--- config.mk ---
export PLATFORM = sky130hd
export DESIGN_NAME = branch_resolution_unit
export DESIGN_NICKNAME = d
export VERILOG_FILES = /design/src/rtl/bru_pkg.sv /design/src/rtl/bru_inflight_fifo.sv /design/src/rtl/branch_resolution_unit.sv
export SDC_FILE = /design/constraint.sdc
export NUM_CORES = 1
export LEC_CHECK = 0
export CORE_ASPECT_RATIO = 0.6
export CORE_MARGIN = 4
export CORE_UTILIZATION = 53
export CTS_BUF_LIST = sky130_fd_sc_hd__clkbuf_4
export DETAILED_ROUTE_END_ITERATION = 8
export HOLD_SLACK_MARGIN = 0.06
export PLACE_DENSITY = 0.76
export REMOVE_ABC_BUFFERS = 1
export SLEW_MARGIN = 20
export SYNTH_ARGS = -nofsm -noshare
export SYNTH_HDL_FRONTEND = slang
export SYNTH_SLANG_ARGS = --single-unit
--- constraint.sdc ---
create_clock -name clock -period 5.9 [get_ports clock]
set_input_delay 0.885 -clock clock [delete_from_list [all_inputs] [get_ports clock]]
set_output_delay 0.885 -clock clock [all_outputs]
set_load 0.1 [all_outputs]
--- src/rtl/bru_pkg.sv ---
// Shared types and sizing helpers for the branch resolution unit.
// The in-flight entry layout is fixed by BRU_PC_W; the top's PC_W must match it.
package bru_pkg;

    localparam int BRU_PC_W  = 10;
    localparam int BRU_DEPTH = 8;
    localparam int BRU_OCC_W = $clog2(BRU_DEPTH) + 1;

    typedef enum logic {
        RUN   = 1'b0,
        FLUSH = 1'b1
    } bru_state_e;

    typedef struct packed {
        logic [BRU_PC_W-1:0] pc;
        logic                pred;
    } inflight_t;

    // One extra bit so a completely full queue is representable.
    function automatic int occ_width(input int depth);
        return $clog2(depth) + 1;
    endfunction

endpackage

--- src/rtl/bru_inflight_fifo.sv ---
// In-order queue of issued-but-unresolved branches with a single-cycle clear.
// Head entry is read combinationally so a resolve can compare in its own cycle.
module bru_inflight_fifo
    import bru_pkg::*;
#(
    parameter int DEPTH = 8,
    parameter int OCC_W = occ_width(DEPTH)
) (
    input  logic             clk,
    input  logic             srst,
    input  logic             clear,
    input  logic             push,
    input  inflight_t        push_data,
    input  logic             pop,
    output inflight_t        head_data,
    output logic             full,
    output logic             empty,
    output logic [OCC_W-1:0] count
);

    localparam int PTR_W = $clog2(DEPTH);

    inflight_t mem [0:DEPTH-1];

    logic [PTR_W-1:0] wr_ptr_q, wr_ptr_d;
    logic [PTR_W-1:0] rd_ptr_q, rd_ptr_d;
    logic [OCC_W-1:0] count_q, count_d;

    // Clear wins over any concurrent push/pop: the whole queue is wrong-path.
    always_comb begin
        wr_ptr_d = wr_ptr_q;
        rd_ptr_d = rd_ptr_q;
        count_d  = count_q;
        if (clear) begin
            wr_ptr_d = '0;
            rd_ptr_d = '0;
            count_d  = '0;
        end else begin
            if (push) wr_ptr_d = wr_ptr_q + PTR_W'(1);
            if (pop)  rd_ptr_d = rd_ptr_q + PTR_W'(1);
            case ({push, pop})
                2'b10:   count_d = count_q + OCC_W'(1);
                2'b01:   count_d = count_q - OCC_W'(1);
                default: count_d = count_q;
            endcase
        end
    end

    always_ff @(posedge clk) begin
        if (srst) begin
            wr_ptr_q <= '0;
            rd_ptr_q <= '0;
            count_q  <= '0;
        end else begin
            wr_ptr_q <= wr_ptr_d;
            rd_ptr_q <= rd_ptr_d;
            count_q  <= count_d;
        end
    end

    always_ff @(posedge clk) begin
        if (push && !clear) begin
            mem[wr_ptr_q] <= push_data;
        end
    end

    assign head_data = mem[rd_ptr_q];
    assign full      = (count_q == OCC_W'(DEPTH));
    assign empty     = (count_q == '0);
    assign count     = count_q;

endmodule

--- src/rtl/branch_resolution_unit.sv ---
// Pairs issued branch predictions with resolved outcomes, trains the predictor,
// flags mispredicts and holds off the front end for a fixed redirect penalty.
module branch_resolution_unit
    import bru_pkg::*;
#(
    parameter int PC_W    = BRU_PC_W,
    parameter int DEPTH   = 8,
    parameter int PENALTY = 3,
    parameter int CNT_W   = 16
) (
    input  logic                     clock,
    input  logic                     reset,
    input  logic                     issue_valid,
    input  logic [PC_W-1:0]          issue_pc,
    input  logic                     issue_pred,
    output logic                     issue_ready,
    input  logic                     resolve_valid,
    input  logic                     resolve_taken,
    output logic                     resolve_ready,
    output logic                     update_valid,
    output logic [PC_W-1:0]          update_pc,
    output logic                     update_taken,
    output logic                     mispredict,
    output logic                     flushing,
    output logic [$clog2(DEPTH):0]   occupancy,
    output logic [CNT_W-1:0]         correct_count,
    output logic [CNT_W-1:0]         mispredict_count
);

    localparam int OCC_W = occ_width(DEPTH);
    localparam int PEN_W = (PENALTY > 1) ? $clog2(PENALTY) : 1;

    bru_state_e       state_q, state_d;
    logic [PEN_W-1:0] pen_cnt_q, pen_cnt_d;

    logic             update_valid_q, update_valid_d;
    logic [PC_W-1:0]  update_pc_q, update_pc_d;
    logic             update_taken_q, update_taken_d;
    logic             mispredict_q, mispredict_d;
    logic [CNT_W-1:0] correct_count_q, correct_count_d;
    logic [CNT_W-1:0] mispredict_count_q, mispredict_count_d;

    inflight_t        head;
    inflight_t        push_entry;
    logic             fifo_full, fifo_empty;
    logic [OCC_W-1:0] fifo_count;

    logic issue_fire, resolve_fire, mispred_now;

    // Readies are held low while reset is asserted so every output reads 0.
    assign issue_ready   = !reset && (state_q == RUN) && !fifo_full;
    assign resolve_ready = !reset && (state_q == RUN) && !fifo_empty;

    assign issue_fire   = issue_valid && issue_ready;
    assign resolve_fire = resolve_valid && resolve_ready;
    assign mispred_now  = resolve_fire && (head.pred != resolve_taken);

    assign push_entry.pc   = issue_pc;
    assign push_entry.pred = issue_pred;

    // A mispredict clears the queue, which also drops a same-cycle issue.
    bru_inflight_fifo #(
        .DEPTH (DEPTH),
        .OCC_W (OCC_W)
    ) u_fifo (
        .clk       (clock),
        .srst      (reset),
        .clear     (mispred_now),
        .push      (issue_fire && !mispred_now),
        .push_data (push_entry),
        .pop       (resolve_fire && !mispred_now),
        .head_data (head),
        .full      (fifo_full),
        .empty     (fifo_empty),
        .count     (fifo_count)
    );

    always_comb begin
        state_d            = state_q;
        pen_cnt_d          = pen_cnt_q;
        update_valid_d     = resolve_fire;
        update_pc_d        = update_pc_q;
        update_taken_d     = update_taken_q;
        mispredict_d       = mispred_now;
        correct_count_d    = correct_count_q;
        mispredict_count_d = mispredict_count_q;

        case (state_q)
            RUN: begin
                if (mispred_now) begin
                    state_d   = FLUSH;
                    pen_cnt_d = '0;
                end
            end
            FLUSH: begin
                if (pen_cnt_q == PEN_W'(PENALTY - 1)) begin
                    state_d   = RUN;
                    pen_cnt_d = '0;
                end else begin
                    pen_cnt_d = pen_cnt_q + PEN_W'(1);
                end
            end
            default: begin
                state_d   = RUN;
                pen_cnt_d = '0;
            end
        endcase

        if (resolve_fire) begin
            update_pc_d    = head.pc;
            update_taken_d = resolve_taken;
            if (mispred_now) begin
                if (mispredict_count_q != {CNT_W{1'b1}})
                    mispredict_count_d = mispredict_count_q + CNT_W'(1);
            end else begin
                if (correct_count_q != {CNT_W{1'b1}})
                    correct_count_d = correct_count_q + CNT_W'(1);
            end
        end
    end

    always_ff @(posedge clock) begin
        if (reset) begin
            state_q            <= RUN;
            pen_cnt_q          <= '0;
            update_valid_q     <= 1'b0;
            update_pc_q        <= '0;
            update_taken_q     <= 1'b0;
            mispredict_q       <= 1'b0;
            correct_count_q    <= '0;
            mispredict_count_q <= '0;
        end else begin
            state_q            <= state_d;
            pen_cnt_q          <= pen_cnt_d;
            update_valid_q     <= update_valid_d;
            update_pc_q        <= update_pc_d;
            update_taken_q     <= update_taken_d;
            mispredict_q       <= mispredict_d;
            correct_count_q    <= correct_count_d;
            mispredict_count_q <= mispredict_count_d;
        end
    end

    assign update_valid     = update_valid_q;
    assign update_pc        = update_pc_q;
    assign update_taken     = update_taken_q;
    assign mispredict       = mispredict_q;
    assign flushing         = (state_q == FLUSH);
    assign occupancy        = fifo_count;
    assign correct_count    = correct_count_q;
    assign mispredict_count = mispredict_count_q;

endmodule

* Word level (Yosys, flattened, before mapping)
Memories as Yosys holds them, arrays and structs flattened. A register that Yosys moved wholly into a read port is not among the register bits.
Index checks and enable logic that the tools add are counted.
** Cells by class
- Add/subtract/negate cells :: 7
- Eq/ne operators :: 8
- Multiplexer cells :: 11
- Bitwise logic cells :: 2
- Reductions and logical operators :: 18
** Operators with widths (number)
- $add A16 B1 Y16 const B :: 2
- $ne A16 B16 Y1 const B :: 2
- $logic_and A1 B1 Y1 :: 9
- $pmux W4 S2 :: 1
- $add A3 B1 Y3 const B :: 2
- $mux W3 :: 2
- $reduce_and A3 Y1 :: 2
- $add A4 B1 Y4 const B :: 1
- $eq A2 B2 Y1 const B :: 2
- $eq A4 B4 Y1 const B :: 1
- $logic_not A1 Y1 :: 4
- $logic_not A4 Y1 :: 1
- $mux W1 :: 4
- $mux W2 :: 2
- $pmux W2 S2 :: 1
- $sub A4 B1 Y4 const B :: 1
- $add A2 B1 Y2 const B :: 1
- $eq A2 B1 Y1 const B :: 1
- $ne A2 B1 Y1 const B :: 1
- $not A1 Y1 :: 2
- $pmux W1 S2 :: 1
- $reduce_bool A2 Y1 :: 1
- $reduce_or A2 Y1 :: 1
- $ne A1 B1 Y1 :: 1
** Word-level totals
- Register bits after elaboration :: 58
- RAM bits :: 88
- Input port bits :: 16
- Output and inout bits :: 52
- Memories :: 1
** Memory list
- u_fifo.mem :: words 8, width 11, rd ports 1, clocked after Yosys merged registers in 1, write ports 1, RTL line bru_inflight_fifo.sv:23 : inflight_t mem [0:DEPTH-1];

* Depth between registers and ports, before layout
- Depth in word-level cells :: 10
- Gate-level depth with buffers :: 14

* Hierarchy
Synthesis repeated with hierarchy kept, for this count alone.
** Second synthesis, totals
- Cell total of the unflattened synthesis :: 464
- Area total of the unflattened synthesis :: 6236.0 sq um
** Modules (own cells, without submodules)
- bru_inflight_fifo :: instances 1, cells each 201, area an instance 4031.4 sq um, seq. area each 2902.8 sq um
- branch_resolution_unit :: instances 1, cells each 263, area an instance 2204.6 sq um, seq. area each 960.9 sq um

* Worst setup path before layout
Ideal clock, no wire load.
- Kind :: register -> output
- Start point :: register u_fifo.count_q[0] (netlist: u_fifo.count[0])
- End point :: output issue_ready
- Data arrival time :: 3509 ps
- Required time :: 5015 ps
- Path slack :: 1506 ps
- Cell stages (with the launch flop) :: 3
- Path buffers :: 0
- Cell sequence :: dfxtp_1 > nor3_1 > a211oi_1
** On the way
- Word-level cells in the longest chain between the ends :: 3
** RTL lines
- start: declaration :: RTL line bru_inflight_fifo.sv:27 : logic [OCC_W-1:0] count_q, count_d;
- start signal: assignment :: RTL line bru_inflight_fifo.sv:57 : count_q <= count_d;
- $eq A4 B4 Y1 :: RTL line bru_inflight_fifo.sv:68 : assign full = (count_q == OCC_W'(DEPTH));
- $logic_not A1 Y1 :: RTL line branch_resolution_unit.sv:51 : assign issue_ready = !reset && (state_q == RUN) && !fifo_full;
- $logic_and A1 B1 Y1 :: RTL line branch_resolution_unit.sv:51
- end: declaration :: RTL line branch_resolution_unit.sv:16 : output logic issue_ready,
No other way between the ends.

==> results.sh <==
export IMPL_status="finished clean"
export IMPL_dp_cells=674
export IMPL_drt_vias_per_instance=5.937
export IMPL_rr_worst_depth=11
export IMPL_fin_crit_sh=0.6737
export IMPL_register_area_um2=3865
export IMPL_setup_viol=0
export IMPL_cts_max_path_buffers=2
export IMPL_finalHoldViolCount=0
export IMPL_crit_path_start_kind="flip-flop"
export IMPL_ys_warn_count=0
export IMPL_final_nets=557
export IMPL_cts_hold_fix_buffers=0
export IMPL_place_area_um2=7013
export IMPL_nFillCells=850
export IMPL_multi_input_area_um2=2190
export IMPL_die_w_um=147.4
export IMPL_drt_wl_total_um=13090
export IMPL_final_cell_mix="88 x edfxtp_1, 66 x clkdlybuf4s50_1, 60 x dfxtp_1"
export IMPL_relSlewSlack=0.2604
export IMPL_cp_cell_sequence="mux4_2, mux2i_4, mux2_2, nand2_1, ha_1, ha_1, a21o_1, a21oi_1, xnor2_1, or3_1, a21oi_1"
export IMPL_fp_dieH_um=91.63
export IMPL_post_cts_setup_buffer_count=0
export IMPL_cp_max_fo=30
export IMPL_ir_drop_mv=0.1606
export IMPL_synth_yosys_seq_area_share=0.6255
export IMPL_io_buffers=67
export IMPL_cellLeakagePower_uw=0.002301
export IMPL_vias=4209
export IMPL_syn_inst=462
export IMPL_fin_tns_setup_ns=0
export IMPL_ios=68
export IMPL_finalNonFillerCells=709
export IMPL_h_tree_depth=4
export IMPL_layout_commonest_cell="edfxtp_1"
export IMPL_synth_area_leader_cell="edfxtp_1"
export IMPL_clkTransAtPathRegs_ns=0.12
export IMPL_track_usage=0.1998
export IMPL_tightest_slew_ns=1.081
export IMPL_design_area_um2=7306
export IMPL_cts_sinks=149
export IMPL_dr_pass1_iters=5
export IMPL_synth_area_um2=6177
export IMPL_critPathKind="reg -> reg"
export IMPL_start_util=0.5449
export IMPL_rsz0062_at_grt="no"
export IMPL_fin_skew_ns=0.02647
export IMPL_crit_end="u_fifo.count[3]"
export IMPL_drive_gt1_frac=0.1429
export IMPL_grt_pass1_vias=3950
export IMPL_ys_types=52
export IMPL_drc=0
export IMPL_ys_top_cells_by_area="edfxtp_1 43%, dfxtp_1 20%, mux4_2 8.0%"
export IMPL_fmax_mhz=251.6
export IMPL_ys_ff_latch=149
export IMPL_ys_dominant_reg_cell="edfxtp_1"
export IMPL_ant_nets=0
export IMPL_end_kind="flip-flop"
export IMPL_grt_antenna_before_repair=1
export IMPL_min_period_ns=3.975
export IMPL_grt_ovfl_total=0
export IMPL_dpl_hpwl_um=8686
export IMPL_critical_path_max_stage_delay_ns=0.84
export IMPL_synthArstFlopShare=0
export IMPL_synth_top_area_frac=0.4278
export IMPL_gp_congestion=0.8801
export IMPL_finalPower_uw=1974
export IMPL_wl_per_cell_um=18.46
export IMPL_cap_violations=0
export IMPL_reg2reg_slack_ns=1.93
export IMPL_crit_slowest_cell="dfxtp_1"
export IMPL_cts_root_buffer="clkbuf_4"
export IMPL_coreArea_um2=11340
export IMPL_required_ns=6.34
export IMPL_insertion_delay_ns=0.52
export IMPL_syn_avg_cell_area_um2=13.37
export IMPL_cts_tree="yes"
export IMPL_grt_max_degree=50
export IMPL_power_per_cell_area_nw_per_um2=270.2
export IMPL_rows=30
export IMPL_cts_resized=0
export IMPL_arrival_ns=4.42
export IMPL_holdCritPathClass="reg -> reg"
export IMPL_drtIter0Drc=301
export IMPL_synth_edff_count=88
export IMPL_die_area_um2=13500
export IMPL_cts_buffers=17
export IMPL_maxSlewViolCount=0
export IMPL_area_growth_pct=18.27
export IMPL_rr_endpoint="u_fifo.count[3]"
export IMPL_grt_pass1_wl_um=21040
## cell families (layout without fill, tap and decap cells)
logic type,count (synthesis),in the layout,share of synthesized area
AOI/OAI and AO/OA,80,80,0.08953
xor gates and xnor gates,7,7,0.009925
adders and majority gates,8,8,0.01742
buffers and inverters,35,119,0.02228
DFF,149,149,0.6255
muxes,45,45,0.1215
other,0,3,0
and+or+nand+nor,138,138,0.1138
## through the flow
stage	hold slack, ns	worst slack [ns]	util
final	0.4714	1.925	0.6445
after global placement	0.4565	1.644	0.6187
after CTS	0.4682	1.906	0.6430
after global routing	0.5119	1.638	0.6445
after floorplan	0.4671	1.506	-
after detailed placement	0.4504	1.476	0.6187
## Yosys cell counts (all sizes together), types with 2 or more instances
cell type / count
a31oi: 5
o211ai: 6
and4: 2
a31o: 2
a311oi: 4
or3: 5
and3: 6
nor2: 39
nor3b: 3
inv: 13
or4: 11
o311ai: 4
nor3: 8
and2: 2
a21oi: 19
mux2: 7
nor4: 11
ha: 7
o2111ai: 2
nand4: 7
nand2b: 2
dfxtp: 61
mux4: 22
a211oi: 11
o41ai: 2
nand3: 10
nor2b: 4
edfxtp: 88
o21ai: 7
xor2: 4
nand2: 26
mux2i: 16
xnor2: 3
clkbuf: 13
buf: 9
o31ai: 11
## critical path: cells and delay by family, from the launching register on
kind / cells / cell delay (ns)
adder cells (fa/ha/maj): 2 / 0.67
flip-flops: 1 / 0.84
XOR/XNOR: 1 / 0.10
multiplexers: 3 / 1.20
AND/OR/NAND/NOR: 2 / 0.59
AO/OA/AOI/OAI: 3 / 0.50
## registers in the layout (all words and copies together) (netlist names), named ones only
name              cells
update_pc            10
flushing              1
update_taken          1
u_fifo.count          4
u_fifo.rd_ptr_q       3
mispredict            1
correct_count        16
u_fifo.mem           88
mispredict_count     16
update_valid          1
u_fifo.wr_ptr_q       3
pen_cnt_q             2
## routing by layer
| layer | up-vias | wire, um | GRT usage |
|---|---|---|---|
| li1 | 1968 | - | - |
| met1 | 2062 | 6076 | 0.2954 |
| met2 | 161 | 5918 | 0.2963 |
| met3 | 18 | 974 | 0.04988 |
| met4 | 0 | 119 | 0.05659 |
| met5 | - | 0 | 0 |
## how the worst min path moves through the flow
stage                 start            to  slack (ns)  depth (start not counted)
2_1_floorplan  pen_cnt_q[1]      flushing        0.47                          1
3_3_place_gp   update_taken  update_taken        0.46                          2
3_5_place_dp   update_taken  update_taken        0.45                          2
4_1_cts        update_taken  update_taken        0.47                          2
5_1_grt        update_taken  update_taken        0.51                          2
6_report       update_taken  update_taken        0.47                          2
## cell type report
cell class,count,area share
inverter,13,0.006679
clock buffer,19,0.01952
timing repair buffer,74,0.09830
sequential,149,0.5290
clock inverter,13,0.01832
multi-input combinational,278,0.2997
tap,160,0.02740
antenna,3,0.001028
## power by group
part,switching [uW],internal (uW),leakage [uW]
clock,354,259,0.000140
sequential,16.0,1120,0.00129
combinational,155,67.5,0.000873
Power figures use the tool's default switching activity.
